## src/rtl/rom_seq_pkg.sv

```systemverilog
// ---------------------------------------------------------------------------
// rom_seq_pkg
// Shared definitions for the ROM sequencer slice: default address/data
// widths and the sequencer FSM state encoding.
// ---------------------------------------------------------------------------
package rom_seq_pkg;

    // Default ROM geometry: 8 words of 8 bits.
    localparam int unsigned ADDR_W_DEF = 3;
    localparam int unsigned DATA_W_DEF = 8;

    // Sequencer states. IDLE waits for start, DRIVE/CAPT perform the ROM
    // read, OUT presents the word to the consumer, FIN signals completion.
    typedef enum logic [2:0] {
        IDLE  = 3'd0,
        DRIVE = 3'd1,
        CAPT  = 3'd2,
        OUT   = 3'd3,
        FIN   = 3'd4
    } seq_state_e;

    // True when the state is one in which a scan is in progress.
    function automatic logic is_scan_state(input seq_state_e s);
        logic r;
        case (s)
            DRIVE, CAPT, OUT, FIN: r = 1'b1;
            default:               r = 1'b0;
        endcase
        return r;
    endfunction

endpackage

```

## src/rtl/rom_sequencer_if.sv

```systemverilog
// ---------------------------------------------------------------------------
// rom_sequencer_if
// Bundles the ROM read bus and the output word stream of the ROM sequencer.
//   rom_address : ADDR_W  address driven to the ROM
//   rom_sel     : 1       ROM enable
//   rom_data    : DATA_W  combinational ROM read data
//   out_data    : DATA_W  captured word
//   out_addr    : ADDR_W  address of out_data
//   out_valid   : 1       out_data/out_addr valid
//   out_ready   : 1       consumer accepts the word
// Modports:
//   master : sequencer side (drives the ROM bus and the output stream)
//   slave  : ROM + consumer side
// ---------------------------------------------------------------------------
interface rom_sequencer_if
    import rom_seq_pkg::*;
#(
    parameter int ADDR_W = ADDR_W_DEF,
    parameter int DATA_W = DATA_W_DEF
) ();

    logic [ADDR_W-1:0] rom_address;
    logic              rom_sel;
    logic [DATA_W-1:0] rom_data;
    logic [DATA_W-1:0] out_data;
    logic [ADDR_W-1:0] out_addr;
    logic              out_valid;
    logic              out_ready;

    modport master (
        output rom_address,
        output rom_sel,
        input  rom_data,
        output out_data,
        output out_addr,
        output out_valid,
        input  out_ready
    );

    modport slave (
        input  rom_address,
        input  rom_sel,
        output rom_data,
        input  out_data,
        input  out_addr,
        input  out_valid,
        output out_ready
    );

endinterface

```

## src/rtl/rom_sequencer_addr_counter.sv

```systemverilog
// ---------------------------------------------------------------------------
// addr_counter
// ADDR_W-wide address counter for the ROM sequencer. Wraps modulo 2^ADDR_W.
// Ports:
//   clk       : clock, rising edge
//   reset     : synchronous active-high reset (count -> 0)
//   load_zero : load the counter with 0 (priority over inc_en)
//   inc_en    : increment by one
//   count     : current counter value
// ---------------------------------------------------------------------------
module addr_counter
    import rom_seq_pkg::*;
#(
    parameter int ADDR_W = ADDR_W_DEF
) (
    input  logic              clk,
    input  logic              reset,
    input  logic              load_zero,
    input  logic              inc_en,
    output logic [ADDR_W-1:0] count
);

    logic [ADDR_W-1:0] count_r;

    // Counter register: reset, load-zero, increment with natural wrap, hold.
    always_ff @(posedge clk) begin
        if (reset) begin
            count_r <= {ADDR_W{1'b0}};
        end else if (load_zero) begin
            count_r <= {ADDR_W{1'b0}};
        end else if (inc_en) begin
            count_r <= count_r + ADDR_W'(1'b1);
        end else begin
            count_r <= count_r;
        end
    end

    assign count = count_r;

endmodule

```

## src/rtl/rom_sequencer.sv

```systemverilog
// ---------------------------------------------------------------------------
// rom_sequencer
// Scans a combinational ROM from address 0 to 2^ADDR_W-1 after a start
// request. Each word takes DRIVE (address out), CAPT (data registered) and
// OUT (word offered until out_ready) cycles; done pulses for one cycle in FIN.
// Ports:
//   clk   : clock, rising edge
//   reset : synchronous active-high reset, aborts any scan without done
//   start : one-cycle scan request, ignored while busy
//   sif   : rom_sequencer_if.master (ROM bus + output word stream)
//   busy  : scan in progress (DRIVE, CAPT, OUT, FIN)
//   done  : one-cycle pulse when a scan completes
// Configuration:
//   ROM_SEQUENCER_LOOP_EN : when defined, FIN restarts the scan at address 0
//                           instead of returning to IDLE (continuous scanning).
// ---------------------------------------------------------------------------
module rom_sequencer
    import rom_seq_pkg::*;
#(
    parameter int ADDR_W = ADDR_W_DEF,
    parameter int DATA_W = DATA_W_DEF
) (
    input  logic                   clk,
    input  logic                   reset,
    input  logic                   start,
    rom_sequencer_if.master        sif,
    output logic                   busy,
    output logic                   done
);

    localparam logic [ADDR_W-1:0] LAST_ADDR = {ADDR_W{1'b1}};

    seq_state_e        state_r;
    logic [ADDR_W-1:0] count_s;
    logic              load_zero_s;
    logic              inc_en_s;
    logic              last_s;

    logic              rom_sel_r;
    logic [DATA_W-1:0] out_data_r;
    logic [ADDR_W-1:0] out_addr_r;
    logic              out_valid_r;
    logic              busy_r;
    logic              done_r;

    addr_counter #(
        .ADDR_W (ADDR_W)
    ) u_addr_counter (
        .clk       (clk),
        .reset     (reset),
        .load_zero (load_zero_s),
        .inc_en    (inc_en_s),
        .count     (count_s)
    );

    // Counter control decoded from the current state and handshake inputs.
    always_comb begin
        load_zero_s = 1'b0;
        inc_en_s    = 1'b0;
        last_s      = (count_s == LAST_ADDR);
        case (state_r)
            IDLE: begin
                if (start) begin
                    load_zero_s = 1'b1;
                end else begin
                    load_zero_s = 1'b0;
                end
            end
            OUT: begin
                // The counter only moves when the word is accepted and more
                // words remain; the final address stays put until FIN.
                if (sif.out_ready && !last_s) begin
                    inc_en_s = 1'b1;
                end else begin
                    inc_en_s = 1'b0;
                end
            end
            FIN: begin
`ifdef ROM_SEQUENCER_LOOP_EN
                load_zero_s = 1'b1;
`else
                load_zero_s = 1'b0;
`endif
            end
            default: begin
                load_zero_s = 1'b0;
                inc_en_s    = 1'b0;
            end
        endcase
    end

    // Sequencer FSM; all outputs are registered and set for the state being
    // entered so they line up with the state itself.
    always_ff @(posedge clk) begin
        if (reset) begin
            state_r     <= IDLE;
            rom_sel_r   <= 1'b0;
            out_data_r  <= {DATA_W{1'b0}};
            out_addr_r  <= {ADDR_W{1'b0}};
            out_valid_r <= 1'b0;
            busy_r      <= 1'b0;
            done_r      <= 1'b0;
        end else begin
            case (state_r)
                IDLE: begin
                    done_r      <= 1'b0;
                    out_valid_r <= 1'b0;
                    if (start) begin
                        state_r   <= DRIVE;
                        rom_sel_r <= 1'b1;
                        busy_r    <= 1'b1;
                    end else begin
                        state_r   <= IDLE;
                        rom_sel_r <= 1'b0;
                        busy_r    <= 1'b0;
                    end
                end
                DRIVE: begin
                    // Address has been on the bus for one cycle; hold it for
                    // the capture cycle so the ROM output is settled.
                    state_r   <= CAPT;
                    rom_sel_r <= 1'b1;
                    busy_r    <= 1'b1;
                end
                CAPT: begin
                    state_r     <= OUT;
                    out_data_r  <= sif.rom_data;
                    out_addr_r  <= count_s;
                    out_valid_r <= 1'b1;
                    rom_sel_r   <= 1'b0;
                    busy_r      <= 1'b1;
                end
                OUT: begin
                    if (sif.out_ready) begin
                        out_valid_r <= 1'b0;
                        if (!last_s) begin
                            state_r   <= DRIVE;
                            rom_sel_r <= 1'b1;
                        end else begin
                            state_r   <= FIN;
                            rom_sel_r <= 1'b0;
                            done_r    <= 1'b1;
                        end
                    end else begin
                        state_r     <= OUT;
                        out_valid_r <= 1'b1;
                        rom_sel_r   <= 1'b0;
                    end
                end
                FIN: begin
                    done_r <= 1'b0;
`ifdef ROM_SEQUENCER_LOOP_EN
                    state_r   <= DRIVE;
                    rom_sel_r <= 1'b1;
                    busy_r    <= 1'b1;
`else
                    state_r   <= IDLE;
                    rom_sel_r <= 1'b0;
                    busy_r    <= 1'b0;
`endif
                end
                default: begin
                    state_r     <= IDLE;
                    rom_sel_r   <= 1'b0;
                    out_valid_r <= 1'b0;
                    busy_r      <= 1'b0;
                    done_r      <= 1'b0;
                end
            endcase
        end
    end

    // The counter is itself a register, so it drives the ROM address directly.
    assign sif.rom_address = count_s;
    assign sif.rom_sel     = rom_sel_r;
    assign sif.out_data    = out_data_r;
    assign sif.out_addr    = out_addr_r;
    assign sif.out_valid   = out_valid_r;
    assign busy            = busy_r;
    assign done            = done_r;

endmodule

```

## src/flat_wrapper.sv

```systemverilog
// flat-port wrapper written by rule: the top's interface ports become plain ports
module rom_sequencer_flat import rom_seq_pkg::*;
#(
    parameter int ADDR_W = ADDR_W_DEF,
    parameter int DATA_W = DATA_W_DEF
)
  (clk, reset, start, busy, done, sif_rom_address, sif_rom_sel, sif_rom_data, sif_out_data, sif_out_addr, sif_out_valid, sif_out_ready);
  rom_sequencer_if #(.ADDR_W(ADDR_W), .DATA_W(DATA_W)) sif_i ();
  input  logic clk;
  input  logic reset;
  input  logic start;
  output logic busy;
  output logic done;
  output wire logic [$bits(sif_i.rom_address)-1:0] sif_rom_address;
  output wire logic [$bits(sif_i.rom_sel)-1:0] sif_rom_sel;
  input wire logic [$bits(sif_i.rom_data)-1:0] sif_rom_data;
  output wire logic [$bits(sif_i.out_data)-1:0] sif_out_data;
  output wire logic [$bits(sif_i.out_addr)-1:0] sif_out_addr;
  output wire logic [$bits(sif_i.out_valid)-1:0] sif_out_valid;
  input wire logic [$bits(sif_i.out_ready)-1:0] sif_out_ready;
  assign sif_rom_address = sif_i.rom_address;
  assign sif_rom_sel = sif_i.rom_sel;
  assign sif_i.rom_data = sif_rom_data;
  assign sif_out_data = sif_i.out_data;
  assign sif_out_addr = sif_i.out_addr;
  assign sif_out_valid = sif_i.out_valid;
  assign sif_i.out_ready = sif_out_ready;
  rom_sequencer #(.ADDR_W(ADDR_W), .DATA_W(DATA_W)) u_core (.clk(clk), .reset(reset), .start(start), .sif(sif_i), .busy(busy), .done(done));
endmodule
```

## config.mk

```make
export PLATFORM = sky130hd
export DESIGN_NAME = rom_sequencer_flat
export DESIGN_NICKNAME = d
export VERILOG_FILES = /design/src/rtl/rom_seq_pkg.sv /design/src/rtl/rom_sequencer_if.sv /design/src/rtl/rom_sequencer_addr_counter.sv /design/src/rtl/rom_sequencer.sv /design/src/flat_wrapper.sv
export SDC_FILE = /design/constraint.sdc
export NUM_CORES = 1
export LEC_CHECK = 0
export BUFFER_PORTS_ARGS = -buffer_cell sky130_fd_sc_hd__buf_2
export CORE_MARGIN = 1.5
export CORE_UTILIZATION = 33
export CTS_CLUSTER_SIZE = 40
export DETAILED_ROUTE_END_ITERATION = 8
export SLEW_MARGIN = 20
export SYNTH_ARGS = -nofsm -noshare
export SYNTH_HDL_FRONTEND = slang
export SYNTH_SLANG_ARGS = --single-unit
```

## constraint.sdc

```tcl
create_clock -name clk -period 1.6 [get_ports clk]
set_input_delay 0.4 -clock clk [delete_from_list [all_inputs] [get_ports clk]]
set_output_delay 0.4 -clock clk [all_outputs]
set_load 0.05 [all_outputs]
```

* Word level (Yosys, flattened, before mapping)
Cells that the tools add are included.
Cells by class: add/subtract/negate cells 1, multiply operators 0, div/mod/pow operators 0, order comparisons 0, eq/ne operators 7, shift operators 0, multiplexer cells 17, bitwise operators 1, reduce and logical (&&, ||, !) cells 7
Operator list (number):
- case mux 3 bit (4 select lines) | 1
- two-way mux 1 bit | 10
- case mux 1 bit (3 select lines) | 3
- == test 3 x 2 -> 1 bit, second input constant | 2
- == test 3 bit, second input constant | 2
- two-way mux 3 bit | 2
- OR reduction 2 bit | 3
- adder 3 x 1 -> 3 bit, second input constant | 1
- == test 3 x 1 -> 1 bit, second input constant | 1
- zero test 3 bit | 1
- AND reduction 3 bit | 1
- inequality test 2 x 1 -> 1 bit, second input constant | 1
- inequality test 2 bit, second input constant | 1
- case mux 1 bit (2 select lines) | 1
- logical AND 1 bit | 1
- zero test 1 bit | 1
- inverter 1 bit | 1
Storage, ports and cells: bits in registers 21, latch bits 0, memory bits (writable) 0, bits in read-only memories 0, memories 0

* Logic depth before layout (Yosys ltp)
Gate-level depths: netlist (run 1).
word-level depth 5, depth in mapped cells 5, depth with buffers taken out 5

* Hierarchy
From an unflattened synthesis (run 1), not the netlist that was laid out.
Unflattened totals: cells, all modules 84, area, all modules 833.3 sq um
Modules (own cells, without submodules):
- rom_sequencer | instances 1, cells an instance 72, area an instance 705.7 sq um, sequential area each 360.3 sq um
- addr_counter | instances 1, cells an instance 12, area an instance 127.6 sq um, sequential area each 60.1 sq um

* Worst setup path before layout (run 1)
OpenSTA, ideal clock, no wires.
path type register to register, from register u_core.u_addr_counter.count_r[0], in the netlist u_core.u_addr_counter.count[0], to register u_core.u_addr_counter.count_r[0], in the netlist u_core.u_addr_counter.count[0], setup time 0.070 ns, data arrival time 1.778 ns, path slack -0.248 ns, stages on the path, launching flop included 6, path buffers 0, cells stage by stage dfxtp_1 > ha_1 > ha_1 > or3b_1 > or3_1 > a21oi_1
On the way: word-level cells in the longest chain between the ends 5, elaborated cells on any way between the ends 6
RTL lines:
- start, declared | RTL line rom_sequencer_addr_counter.sv:23 | logic [ADDR_W-1:0] count_r;
- start signal, assigned | RTL line rom_sequencer_addr_counter.sv:28 | count_r <= {ADDR_W{1'b0}};
- start signal, assigned | RTL line rom_sequencer_addr_counter.sv:30 | count_r <= {ADDR_W{1'b0}};
- start signal, assigned | RTL line rom_sequencer_addr_counter.sv:32 | count_r <= count_r + ADDR_W'(1'b1);
- == test 3 bit | RTL line rom_sequencer.sv:60 | last_s = (count_s == LAST_ADDR);
- zero test 1 bit | RTL line rom_sequencer.sv:72 | if (sif.out_ready && !last_s) begin
- logical AND 1 bit | RTL line rom_sequencer.sv:72
- two-way mux 1 bit | RTL line rom_sequencer.sv:72
- two-way mux 1 bit | RTL line rom_sequencer.sv:61 | case (state_r)
Several ways; a longest one is shown, not always the timed one. A chain may end at the register's enable or synchronous reset.

* Final worst setup path (run 1)
from register u_core.u_addr_counter.count_r[1], in the netlist u_core.u_addr_counter.count[1], to register u_core.u_addr_counter.count_r[0], in the netlist u_core.u_addr_counter.count[0]
On the way: word-level cells in the longest chain between the ends 5
RTL lines (RTL line):
- == test 3 bit | rom_sequencer.sv:60
- zero test 1 bit | rom_sequencer.sv:72
- logical AND 1 bit | rom_sequencer.sv:72
- two-way mux 1 bit | rom_sequencer.sv:72
- two-way mux 1 bit | rom_sequencer.sv:61
Every way passes these cells.

==> metrics.md, run 1 <==
| Metric | Value |
|---|---|
| Status | `complete, no violations` |
| Worst-skew pair later-pin latency | `0.30 ns` |
| Power share of the combinational group | `0.199` |
| Max Slew Vio Count | `0` |
| MaxCap Viol Count | `0` |
| Worst hold margin | `0.333 ns` |
| Sequential element share of the synthesized area | `0.496` |
| Critical path's largest stage delay | `0.37 ns` |
| RSZ-0062 raised after global routing | `no` |
| Synthesized flop and latch total | `21` |
| Htree depth | `1` |
| # setup viols final | `0` |
| Syn Inst Count | `90` |
| Drt total wl | `1810 um` |
| Switch Pwr | `0.298 mW` |
| Clock Power Share | `0.250` |
| Initial DRC count | `5` |
| Sw Ratio | `0.296` |
| WL/cell | `11.7 um` |
| DRT Pass-1 Iters | `4` |
| Hold WC Path Type | `in -> reg` |
| PortBufs | `29` |
| Final Cell Area | `0.00112 mm^2` |
| Placer Congestion | `0.833` |
| Seq pwr share | `0.551` |
| Die H | `53.7 um` |
| Max Buffers Root-to-Sink | `2` |
| Tmin final | `1.55 ns` |
| Most common cell after layout, fill and taps aside | `buf_2` |
| Yosys Warn Count | `0` |
| DR DRC count | `0` |
| Worst EP arrival | `1.79 ns` |
| Num ports | `30` |
| Avg Inst Size Synth | `9.41 um^2` |
| P_int | `0.709 mW` |
| Lkg Pwr | `0.501 nW` |
| Post-DP Area | `0.00106 mm^2` |
| Die width | `53.7 um` |
| Vias in the first global route | `685` |
| Crit-path max FO | `3` |
| Fin nets | `140` |
| Die ar. | `0.00288 mm^2` |
| Critical Path End Type | `flip-flop` |
| Max Clk Rate | `644 MHz` |
| Syn Nets | `105` |
| Post-synthesis mux area share | `0.130` |
| Clk slew on worst S/H paths | `0.11 ns` |
| Hold Vio Cnt, Final | `0` |
| CP delay by family, top | `simple AND/OR/NAND/NOR gates` |
| Share of cells above drive strength 1 | `0.387` |
| Kind of start point of the critical path | `flip-flop` |
| Worst VDD drop | `0.000473 V` |
| Post-route antenna net violation count | `0` |
| Clock root cell | `clkbuf_4` |
| Commonest cells after routing, fill and taps aside | `buf_2, dfxtp_1, nor2_1, mux2i_1` |
| TritonCTS Sinks | `21` |
| CORE AREA | `0.00245 mm^2` |
| Slew Limit Headroom | `0.787` |
| Crit-path slowest cell | `dfxtp_4` |
| Most Frequent Cell on Critical Path | `ha_4` |
| Final worst path period share | `0.970` |
| Ant. Diodes | `0` |
| Critical Path, Cell by Cell | `ha_4 > ha_4 > or3b_4 > or3_1 > a21oi_1` |
| Vias | `730` |
| Compound-Gate Fraction of Synth Area | `0.0798` |
| Initial antenna violation count | `0` |
| First-pass GRT wire length | `2860 um` |
| CTS buffer count | `3` |
| Distinct cells, synth | `24` |
| Post-Synth Adder-Cell Area | `0.0443` |
| XOR/XNOR share of the synthesized area | `0.0103` |
| Std-Cell Rows | `18` |
| Inst Count DP | `147` |
| Final total power | `1.01 mW` |
| Detailed Place HPWL | `1400 um` |
| GRT Util Overall | `0.137` |
| Synth-to-Final Area Change | `32.1%` |
| Layout Skew | `0.00506 ns` |
| Simple-Gate Fraction of Synth Area | `0.207` |
| Largest family of logic cells by synthesized area | `simple AND/OR/NAND/NOR gates` |
| Slew @ Worst Pin | `0.318 ns` |
| CTS tree | `built` |
| Post-Synthesis Cell Area | `847 um^2` |
| Pwr per Cell Area | `901 mW/mm^2` |
| Initial Utilization | `0.345` |
| Gr ovfl total | `0` |
| Required time worst endpoint | `1.84 ns` |
| Final non-filler cell total | `154` |
| Drt via density | `4.74` |
| Buf/Inv on CP | `0` |
| Largest net degree at the start of global routing | `15` |
| Critical Setup Path Class | `reg -> reg` |
worst min-delay path: cells and delay by family:
| kind | cells | cell delay (ns) |
|---|---|---|
| buffers and inverters | 1 | 0.07 |
| and+or+nand+nor | 1 | 0.07 |
| muxes | 1 | 0.05 |
state kept, by name, indices dropped and copies added, names as in the netlist:
name and count:
u_core.busy 1, u_core.u_addr_counter.count 3, u_core.done 1, u_core.state_r 3, u_core.sif.out_valid 1, u_core.sif.rom_sel 1
u_core.sif.out_data 8, u_core.sif.out_addr 3
cell usage after synthesis, drive strengths merged:
| cell | number | area share |
|---|---|---|
| clkbuf | 3 | 0.013 |
| dfxtp | 21 | 0.50 |
| nor3b | 2 | 0.018 |
| inv | 1 | 0.0044 |
| mux2i | 11 | 0.13 |
| nor3 | 4 | 0.024 |
| nand3b | 1 | 0.0089 |
| xor2 | 1 | 0.010 |
| a21oi | 6 | 0.035 |
| a31o | 1 | 0.010 |
| or3b | 1 | 0.010 |
| o21ai | 4 | 0.024 |
| nand4 | 2 | 0.015 |
| buf | 2 | 0.015 |
| or3 | 1 | 0.0074 |
| nor2 | 16 | 0.071 |
| ha | 3 | 0.044 |
| nand2 | 4 | 0.018 |
| nand3 | 2 | 0.012 |
| nor2b | 1 | 0.0074 |
| a2bb2oi | 1 | 0.010 |
| and3 | 1 | 0.0089 |
| or2 | 1 | 0.0074 |
power groups by stage:
| stage | clock (mW) | sequential, mW | combinational (mW) |
|---|---|---|---|
| finish | 0.252 | 0.555 | 0.200 |
| global route | 0.280 | 0.558 | 0.215 |
| CTS | 0.261 | 0.556 | 0.202 |
| detailed placement | 0 | 0.568 | 0.198 |
| global placement | 0 | 0.567 | 0.193 |
| floorplan | 0 | 0.631 | 0.0796 |
path summary, 6_finish.rpt:
| path | startpoint | end | slack, ns | cells past startpoint |
|---|---|---|---|---|
| setup reg to reg | u_core.u_addr_counter.count[1] | u_core.u_addr_counter.count[0] | 0.05 | 5 |
| hold / removal | sif_rom_data[0] | u_core.sif.out_data[0] | 0.33 | 3 |
| hold reg to reg | u_core.sif.out_valid | u_core.sif.out_valid | 0.49 | 2 |
| setup / recovery | u_core.u_addr_counter.count[1] | u_core.u_addr_counter.count[0] | 0.05 | 5 |
layer usage:
layer,GRT usage,routed length (um),share of wire,vias to the layer above
li1,-,-,-,378
met1,0.155,846,0.47,323
met2,0.252,839,0.46,25
met3,0.0250,102,0.056,4
met4,0.0513,21,0.012,0
met5,0,0,0,-
timing repair:
item                       CTS  global route
buffers inserted             3             0
hold buffers                 0             0
setup endpoints to repair    1             3
gates resized for setup      1             4
pin swaps                    2             1
area by class of cell:
cell class / count / area (um^2)
inverter: 1 / 3.75
multi-input combinational: 63 / 432
clock buffer: 4 / 26.3
timing repair buffer: 35 / 190
tap: 30 / 37.5
sequential: 21 / 429
fill: 259 / 1340
stage by stage:
stage	setup TNS, ns	utilization	setup slack (ns)
after global placement	0	0.431	0.0287
after floorplan	-0.0143	-	-0.0143
final	0	0.456	0.0480
after global routing	0	0.456	0.000987
after detailed placement	-0.0278	0.431	-0.0278
after CTS	0	0.452	0.00649
logic make-up after synthesis:
kind of cell,after synthesis
xor gates and xnor gates,1
and+or+nand+nor,36
buffers and inverters,6
DFF,21
AOI/OAI and AO/OA,12
adders and majority gates,3
muxes,11
(Power assumes the default switching activity.)
==> run 2, diff against run 1 <==
==> constraint.sdc (replaced) <==
create_clock -name clk -period 1.9 [get_ports clk]
set_input_delay 0.475 -clock clk [delete_from_list [all_inputs] [get_ports clk]]
set_output_delay 0.475 -clock clk [all_outputs]
set_load 0.05 [all_outputs]
==> run 2 against run 1 <==
  * Die area did not move
  * Via count up 3.4%
  * Count of clock-buffer cells in the layout did not move
  * Sequential power shrank 15%
  * Largest cell class is now sequential cells
  * Maximum frequency down 11%
  * Cell count is 2.6% lower
  * Wire length fell by 0.28%
  * Highest routed layer unchanged
  * Register-to-register slack improved by 0.11 ns
  * Design area down 5.9%
  * Utilization decreased by 2.7 points
  * Critical path depth is the same
  * Non-clock buffer count is 4 lower
==> metrics.md, run 2 (same netlist as run 1, synthesis figures left out) <==
| Metric | Value |
|---|---|
| Status | `complete, no violations (unchanged)` |
| Num ports | `30 (unchanged)` |
| Drt total wl | `1800 um (was 1810 um)` |
| Initial antenna violation count | `0 (unchanged)` |
| Kind of start point of the critical path | `flip-flop (unchanged)` |
| Required time worst endpoint | `2.13 ns (was 1.84 ns)` |
| Slew @ Worst Pin | `0.478 ns (was 0.318 ns)` |
| Hold WC Path Type | `in -> reg (unchanged)` |
| Vias | `755 (was 730)` |
| Final worst path period share | `0.919 (was 0.970)` |
| Initial DRC count | `7 (was 5)` |
| Sw Ratio | `0.293 (was 0.296)` |
| Detailed Place HPWL | `1340 um (was 1400 um)` |
| GRT Util Overall | `0.142 (was 0.137)` |
| Most common cell after layout, fill and taps aside | `buf_2 (unchanged)` |
| Layout Skew | `0.00275 ns (was 0.00506 ns)` |
| Pre-CTS setup slack | `0.190 ns (was -0.0278 ns)` |
| Vias in the first global route | `698 (was 685)` |
| Clock Power Share | `0.247 (was 0.250)` |
| Die width | `53.7 um (unchanged)` |
| Synth-to-Final Area Change | `24.2% (was 32.1%)` |
| Setup TNS | `0 ns (unchanged)` |
| First-pass GRT wire length | `2930 um (was 2860 um)` |
| Max Clk Rate | `573 MHz (was 644 MHz)` |
| WL/cell | `12.0 um (was 11.7 um)` |
| Commonest cells after routing, fill and taps aside | `buf_2, dfxtp_1, nor2_1, mux2i_1, a21oi_1 (was buf_2, dfxtp_1, nor2_1, mux2i_1)` |
| Die ar. | `0.00288 mm^2 (unchanged)` |
| MaxCap Viol Count | `0 (unchanged)` |
| Critical Setup Path Class | `reg -> reg (unchanged)` |
| Tmin final | `1.75 ns (was 1.55 ns)` |
| RSZ-0062 raised after global routing | `no (unchanged)` |
| Register area | `420 um^2 (was 429 um^2)` |
| Fin nets | `136 (was 140)` |
| Worst EP arrival | `1.98 ns (was 1.79 ns)` |
| Share of cells above drive strength 1 | `0.317 (was 0.387)` |
| TritonCTS Sinks | `21 (unchanged)` |
| CTS tree | `built (unchanged)` |
| Post-CTS Setup Bufs | `0 (was 3)` |
| Crit-path max FO | `5 (was 3)` |
| Largest net degree at the start of global routing | `15 (unchanged)` |
| Slew Limit Headroom | `0.681 (was 0.787)` |
| Max FFs per register | `8 (unchanged)` |
| Post-route antenna net violation count | `0 (unchanged)` |
| Critical Path End Type | `flip-flop (unchanged)` |
| Worst Slack Setup Final | `0.155 ns (was 0.0480 ns)` |
| Worst VDD drop | `0.000387 V (was 0.000473 V)` |
| Power share of the combinational group | `0.190 (was 0.199)` |
| Gr ovfl total | `0 (unchanged)` |
| Max Slew Vio Count | `0 (unchanged)` |
| Placer Congestion | `0.833 (about the same)` |
| P_int | `0.595 mW (was 0.709 mW)` |
| Pwr per Cell Area | `800 mW/mm^2 (was 901 mW/mm^2)` |
| Die H | `53.7 um (unchanged)` |
| Drt via density | `5.03 (was 4.74)` |
| Worst-skew pair later-pin latency | `0.30 ns (about the same)` |
| # setup viols final | `0 (unchanged)` |
| Hold Vio Cnt, Final | `0 (unchanged)` |
| Final total power | `0.841 mW (was 1.01 mW)` |
| Seq pwr share | `0.563 (was 0.551)` |
| Area of the multi-input gates | `404 um^2 (was 432 um^2)` |
| CTS buffer count | `3 (unchanged)` |
| Ant. Diodes | `0 (unchanged)` |
| Clock root cell | `clkbuf_4 (unchanged)` |
| Post-CTS sizing | `0 (was 1)` |
| CORE AREA | `0.00245 mm^2 (unchanged)` |
| Max Buffers Root-to-Sink | `2 (unchanged)` |
| Std-Cell Rows | `18 (unchanged)` |
| DR DRC count | `0 (unchanged)` |
| Switch Pwr | `0.247 mW (was 0.298 mW)` |
| PortBufs | `29 (unchanged)` |
| Htree depth | `1 (unchanged)` |
| CTS Hold Bufs | `0 (unchanged)` |
| DRT Pass-1 Iters | `4 (unchanged)` |
| Lkg Pwr | `0.485 nW (was 0.501 nW)` |
| Clk slew on worst S/H paths | `0.10 ns (was 0.11 ns)` |
| Initial Utilization | `0.345 (unchanged)` |
| Fillers | `274 (was 259)` |
run 2: cell types whose count changed in the layout (fill, tap and decap cells not counted), sizes merged:
cell | before | now
buf | 35 | 31
run 2: through the flow:
stage | cell area (um^2) | util | cells | hold WS (ns)
floorplan | 847 | - | 90 | 0.503
global placement | 1030 | 0.418 | 146 | 0.465
detailed placement | 1030 | 0.418 | 146 | 0.475
CTS | 1050 | 0.429 | 150 | 0.398
global route | 1050 | 0.429 | 150 | 0.420
finish | 1050 | 0.429 | 150 | 0.406
run 2: worst paths after layout:
path,startpoint,end,slack (ns),cells past startpoint
setup / recovery,u_core.u_addr_counter.count[0],u_core.u_addr_counter.count[0],0.15,5
hold / removal,sif_rom_data[0],u_core.sif.out_data[0],0.41,3
setup reg to reg,u_core.u_addr_counter.count[0],u_core.u_addr_counter.count[0],0.15,5
hold reg to reg,u_core.done,u_core.done,0.48,2
run 2: cell type report:
type	count	share of cell area
multi-input combinational	63	0.384
timing repair buffer	31	0.152
clock buffer	4	0.0250
inverter	1	0.00357
sequential	21	0.400
tap	30	0.0357
run 2: metal layers:
layer,up-vias,GRT usage,part of all wire
li1,371,-,-
met1,350,0.176,0.45
met2,29,0.236,0.46
met3,5,0.0278,0.071
met4,0,0.0684,0.017
met5,-,0,0
run 2: critical path, stage by stage (launching register included):
cell	delay, ns
dfxtp_1	0.36
ha_1	0.23
ha_1	0.22
or3b_1	0.40
or3_1	0.32
a21oi_1	0.16
run 2: power by group through the flow:
stage          Combinational [mW]  Sequential (mW)  Clock [mW]
3_3_place_gp                0.157            0.483           0
6_report                    0.160            0.474       0.208
2_1_floorplan              0.0670            0.533           0
3_5_place_dp                0.161            0.484           0
5_1_grt                     0.172            0.477       0.236
4_1_cts                     0.162            0.474       0.220
==> run 3, diff against run 2 <==
--- a/config.mk
+++ b/config.mk
@@ -6,10 +6,13 @@
 export NUM_CORES = 1
 export LEC_CHECK = 0
 export BUFFER_PORTS_ARGS = -buffer_cell sky130_fd_sc_hd__buf_2
+export CELL_PAD_IN_SITES_DETAIL_PLACEMENT = 1
+export CELL_PAD_IN_SITES_GLOBAL_PLACEMENT = 1
 export CORE_MARGIN = 1.5
-export CORE_UTILIZATION = 33
+export CORE_UTILIZATION = 37
 export CTS_CLUSTER_SIZE = 40
 export DETAILED_ROUTE_END_ITERATION = 8
+export PLACE_DENSITY_LB_ADDON = 0.1
 export SLEW_MARGIN = 20
 export SYNTH_ARGS = -nofsm -noshare
 export SYNTH_HDL_FRONTEND = slang
==> run 3 against run 2 <==
  * Via count fell by 0.13%
  * First-iteration DRC count shrank 43%
  * Register-to-register slack about the same
  * Worst hold slack lost 0.010 ns
  * Wire length is 7.0% higher
  * Clock skew shrank 0.0011 ns
  * Count of clock-buffer cells in the layout is 1 lower
  * Sequential cell count unchanged
  * Setup slack better by 0.0045 ns
  * Clock power is 6% higher
==> metrics.md, run 3 (same netlist as run 1, synthesis figures left out) <==
| Metric | Value |
|---|---|
| Ant. Diodes | `0 (unchanged)` |
| First-pass GRT wire length | `2970 um (was 2930 um)` |
| Vias in the first global route | `648 (was 698)` |
| Slew @ Worst Pin | `0.455 ns (was 0.478 ns)` |
| Die width | `50.8 um (was 53.7 um)` |
| Clock root cell | `clkbuf_4 (unchanged)` |
| CORE AREA | `0.00219 mm^2 (was 0.00245 mm^2)` |
| Critical Path End Type | `flip-flop (unchanged)` |
| Critical Path, Cell by Cell | `ha_1 > ha_1 > or3b_1 > or3_1 > a21oi_1 (unchanged)` |
| Met2 usage | `0.272 (was 0.236)` |
| Critical path's largest stage delay | `0.40 ns (about the same)` |
| Max Buffers Root-to-Sink | `2 (unchanged)` |
| GR Util met3 | `0.0380 (was 0.0278)` |
| Drt total wl | `1930 um (was 1800 um)` |
| Detailed Place HPWL | `1440 um (was 1340 um)` |
| Final Cell Area | `0.00105 mm^2 (about the same)` |
| DR DRC count | `0 (unchanged)` |
| Post-DP Area | `0.00102 mm^2 (was 0.00103 mm^2)` |
| WP depth | `5 (unchanged)` |
| MaxCap Viol Count | `0 (unchanged)` |
| Die H | `50.8 um (was 53.7 um)` |
| Max Slew Vio Count | `0 (unchanged)` |
| Largest net degree at the start of global routing | `15 (unchanged)` |
| Num ports | `30 (unchanged)` |
| Hold Path Stages | `3 (unchanged)` |
| Switch Pwr | `0.262 mW (was 0.247 mW)` |
| Status | `complete, no violations (unchanged)` |
| Max FFs per register | `8 (unchanged)` |
| Final total power | `0.854 mW (was 0.841 mW)` |
| Crit-path max FO | `5 (unchanged)` |
| CTS buffer count | `3 (unchanged)` |
| Clock Power Share | `0.258 (was 0.247)` |
| GRT Util Overall | `0.158 (was 0.142)` |
| Worst Slack Setup Final | `0.159 ns (was 0.155 ns)` |
| Seq pwr share | `0.555 (was 0.563)` |
| RSZ-0062 raised after global routing | `no (unchanged)` |
| Share of cells above drive strength 1 | `0.325 (was 0.317)` |
| Final non-filler cell total | `148 (was 150)` |
| Pwr per Cell Area | `812 mW/mm^2 (was 800 mW/mm^2)` |
| Initial DRC count | `4 (was 7)` |
| Layout Skew | `0.00164 ns (was 0.00275 ns)` |
| Post-route antenna net violation count | `0 (unchanged)` |
| Pre-CTS setup slack | `0.199 ns (was 0.190 ns)` |
| # setup viols final | `0 (unchanged)` |
| P_int | `0.592 mW (was 0.595 mW)` |
| Placer Congestion | `0.810 (was 0.833)` |
| Post-CTS Setup Bufs | `0 (unchanged)` |
| Worst-case reg-to-reg path depth | `5 (unchanged)` |
| Lkg Pwr | `0.487 nW (was 0.485 nW)` |
| Drt via density | `5.09 (was 5.03)` |
| Htree depth | `1 (unchanged)` |
| CTS Hold Bufs | `0 (unchanged)` |
| Initial antenna violation count | `0 (unchanged)` |
| Setup TNS | `0 ns (unchanged)` |
| Worst-skew pair later-pin latency | `0.31 ns (was 0.30 ns)` |
| Post-CTS sizing | `0 (unchanged)` |
| Kind of start point of the critical path | `flip-flop (unchanged)` |
| TritonCTS Sinks | `21 (unchanged)` |
| Final core utilization | `0.480 (was 0.429)` |
| Hold WC Path Type | `in -> reg (unchanged)` |
| Crit-path slowest cell | `or3b_1 (unchanged)` |
| Hold Vio Cnt, Final | `0 (unchanged)` |
| Most common cell after layout, fill and taps aside | `buf_2 (unchanged)` |
| Buf/Inv on CP | `0 (unchanged)` |
| Worst hold margin | `0.395 ns (was 0.406 ns)` |
| Slew Limit Headroom | `0.697 (was 0.681)` |
| Required time worst endpoint | `2.15 ns (was 2.13 ns)` |
| Grt met1 use | `0.181 (was 0.176)` |
| Power share of the combinational group | `0.187 (was 0.190)` |
| Gr ovfl total | `0 (unchanged)` |
| Tmin final | `1.74 ns (was 1.75 ns)` |
| Fin nets | `136 (unchanged)` |
| PortBufs | `29 (unchanged)` |
| Most Frequent Cell on Critical Path | `ha_1 (unchanged)` |
| Std-Cell Rows | `17 (was 18)` |
| WL/cell | `13.0 um (was 12.0 um)` |
| Final worst path period share | `0.916 (was 0.919)` |
| CTS tree | `built (unchanged)` |
| Synth-to-Final Area Change | `24.1% (was 24.2%)` |
| CP delay by family, top | `simple AND/OR/NAND/NOR gates (unchanged)` |
| Global route hottest layer | `met2 (unchanged)` |
| Sw Ratio | `0.307 (was 0.293)` |
| Initial Utilization | `0.387 (was 0.345)` |
| Critical Setup Path Class | `reg -> reg (unchanged)` |
| Worst EP arrival | `1.99 ns (was 1.98 ns)` |
| Commonest cells after routing, fill and taps aside | `buf_2, dfxtp_1, nor2_1, mux2i_1, a21oi_1 (unchanged)` |
| Die ar. | `0.00259 mm^2 (was 0.00288 mm^2)` |
| Max Clk Rate | `574 MHz (was 573 MHz)` |
| Inst Count DP | `144 (was 146)` |
| DRT Pass-1 Iters | `4 (unchanged)` |
| Worst VDD drop | `0.000415 V (was 0.000387 V)` |
| Vias | `754 (was 755)` |
| Clk slew on worst S/H paths | `0.12 ns (was 0.10 ns)` |
## run 3: cell count changes in the layout (fill, tap and decap cells not counted), sizes merged
| cell | before | now |
|---|---|---|
| clkbuf | 4 | 3 |
| clkinv | 0 | 1 |
## run 3: path summary, 6_finish.rpt
check / to / start / slack (ns)
hold reg to reg: u_core.done / u_core.done / 0.48
hold / removal: u_core.sif.out_data[6] / sif_rom_data[6] / 0.40
setup / recovery: u_core.u_addr_counter.count[0] / u_core.u_addr_counter.count[0] / 0.16
setup reg to reg: u_core.u_addr_counter.count[0] / u_core.u_addr_counter.count[0] / 0.16
## run 3: per-layer routing
metal  share of wire  routed length (um)
met1            0.43                 829
met2            0.51                 978
met3           0.044                  85
met4           0.019                  37
met5               0                   0
## run 3: worst register-to-register path, cell delays in order, from the launching register on
cell and delay (ns):
dfxtp_1 0.36, ha_1 0.23, ha_1 0.22, or3b_1 0.40, or3_1 0.33, a21oi_1 0.14
## run 3: final cells by class
class                           count  area, um^2
Inverter                            1        3.75
Fill cell                         286        1140
Timing Repair Buffer               31         160
Tap cell                           28        35.0
Clock buffer                        3        22.5
Sequential cell                    21         420
Clock inverter                      1        5.00
Multi-Input combinational cell     63         404
## run 3: power by group through the flow
stage          clock [mW]  sequential [mW]  combinational (mW)
3_5_place_dp            0            0.484               0.162
4_1_cts             0.228            0.474               0.162
2_1_floorplan           0            0.533              0.0670
3_3_place_gp            0            0.483               0.158
6_report            0.221            0.474               0.159
5_1_grt             0.256            0.476               0.170
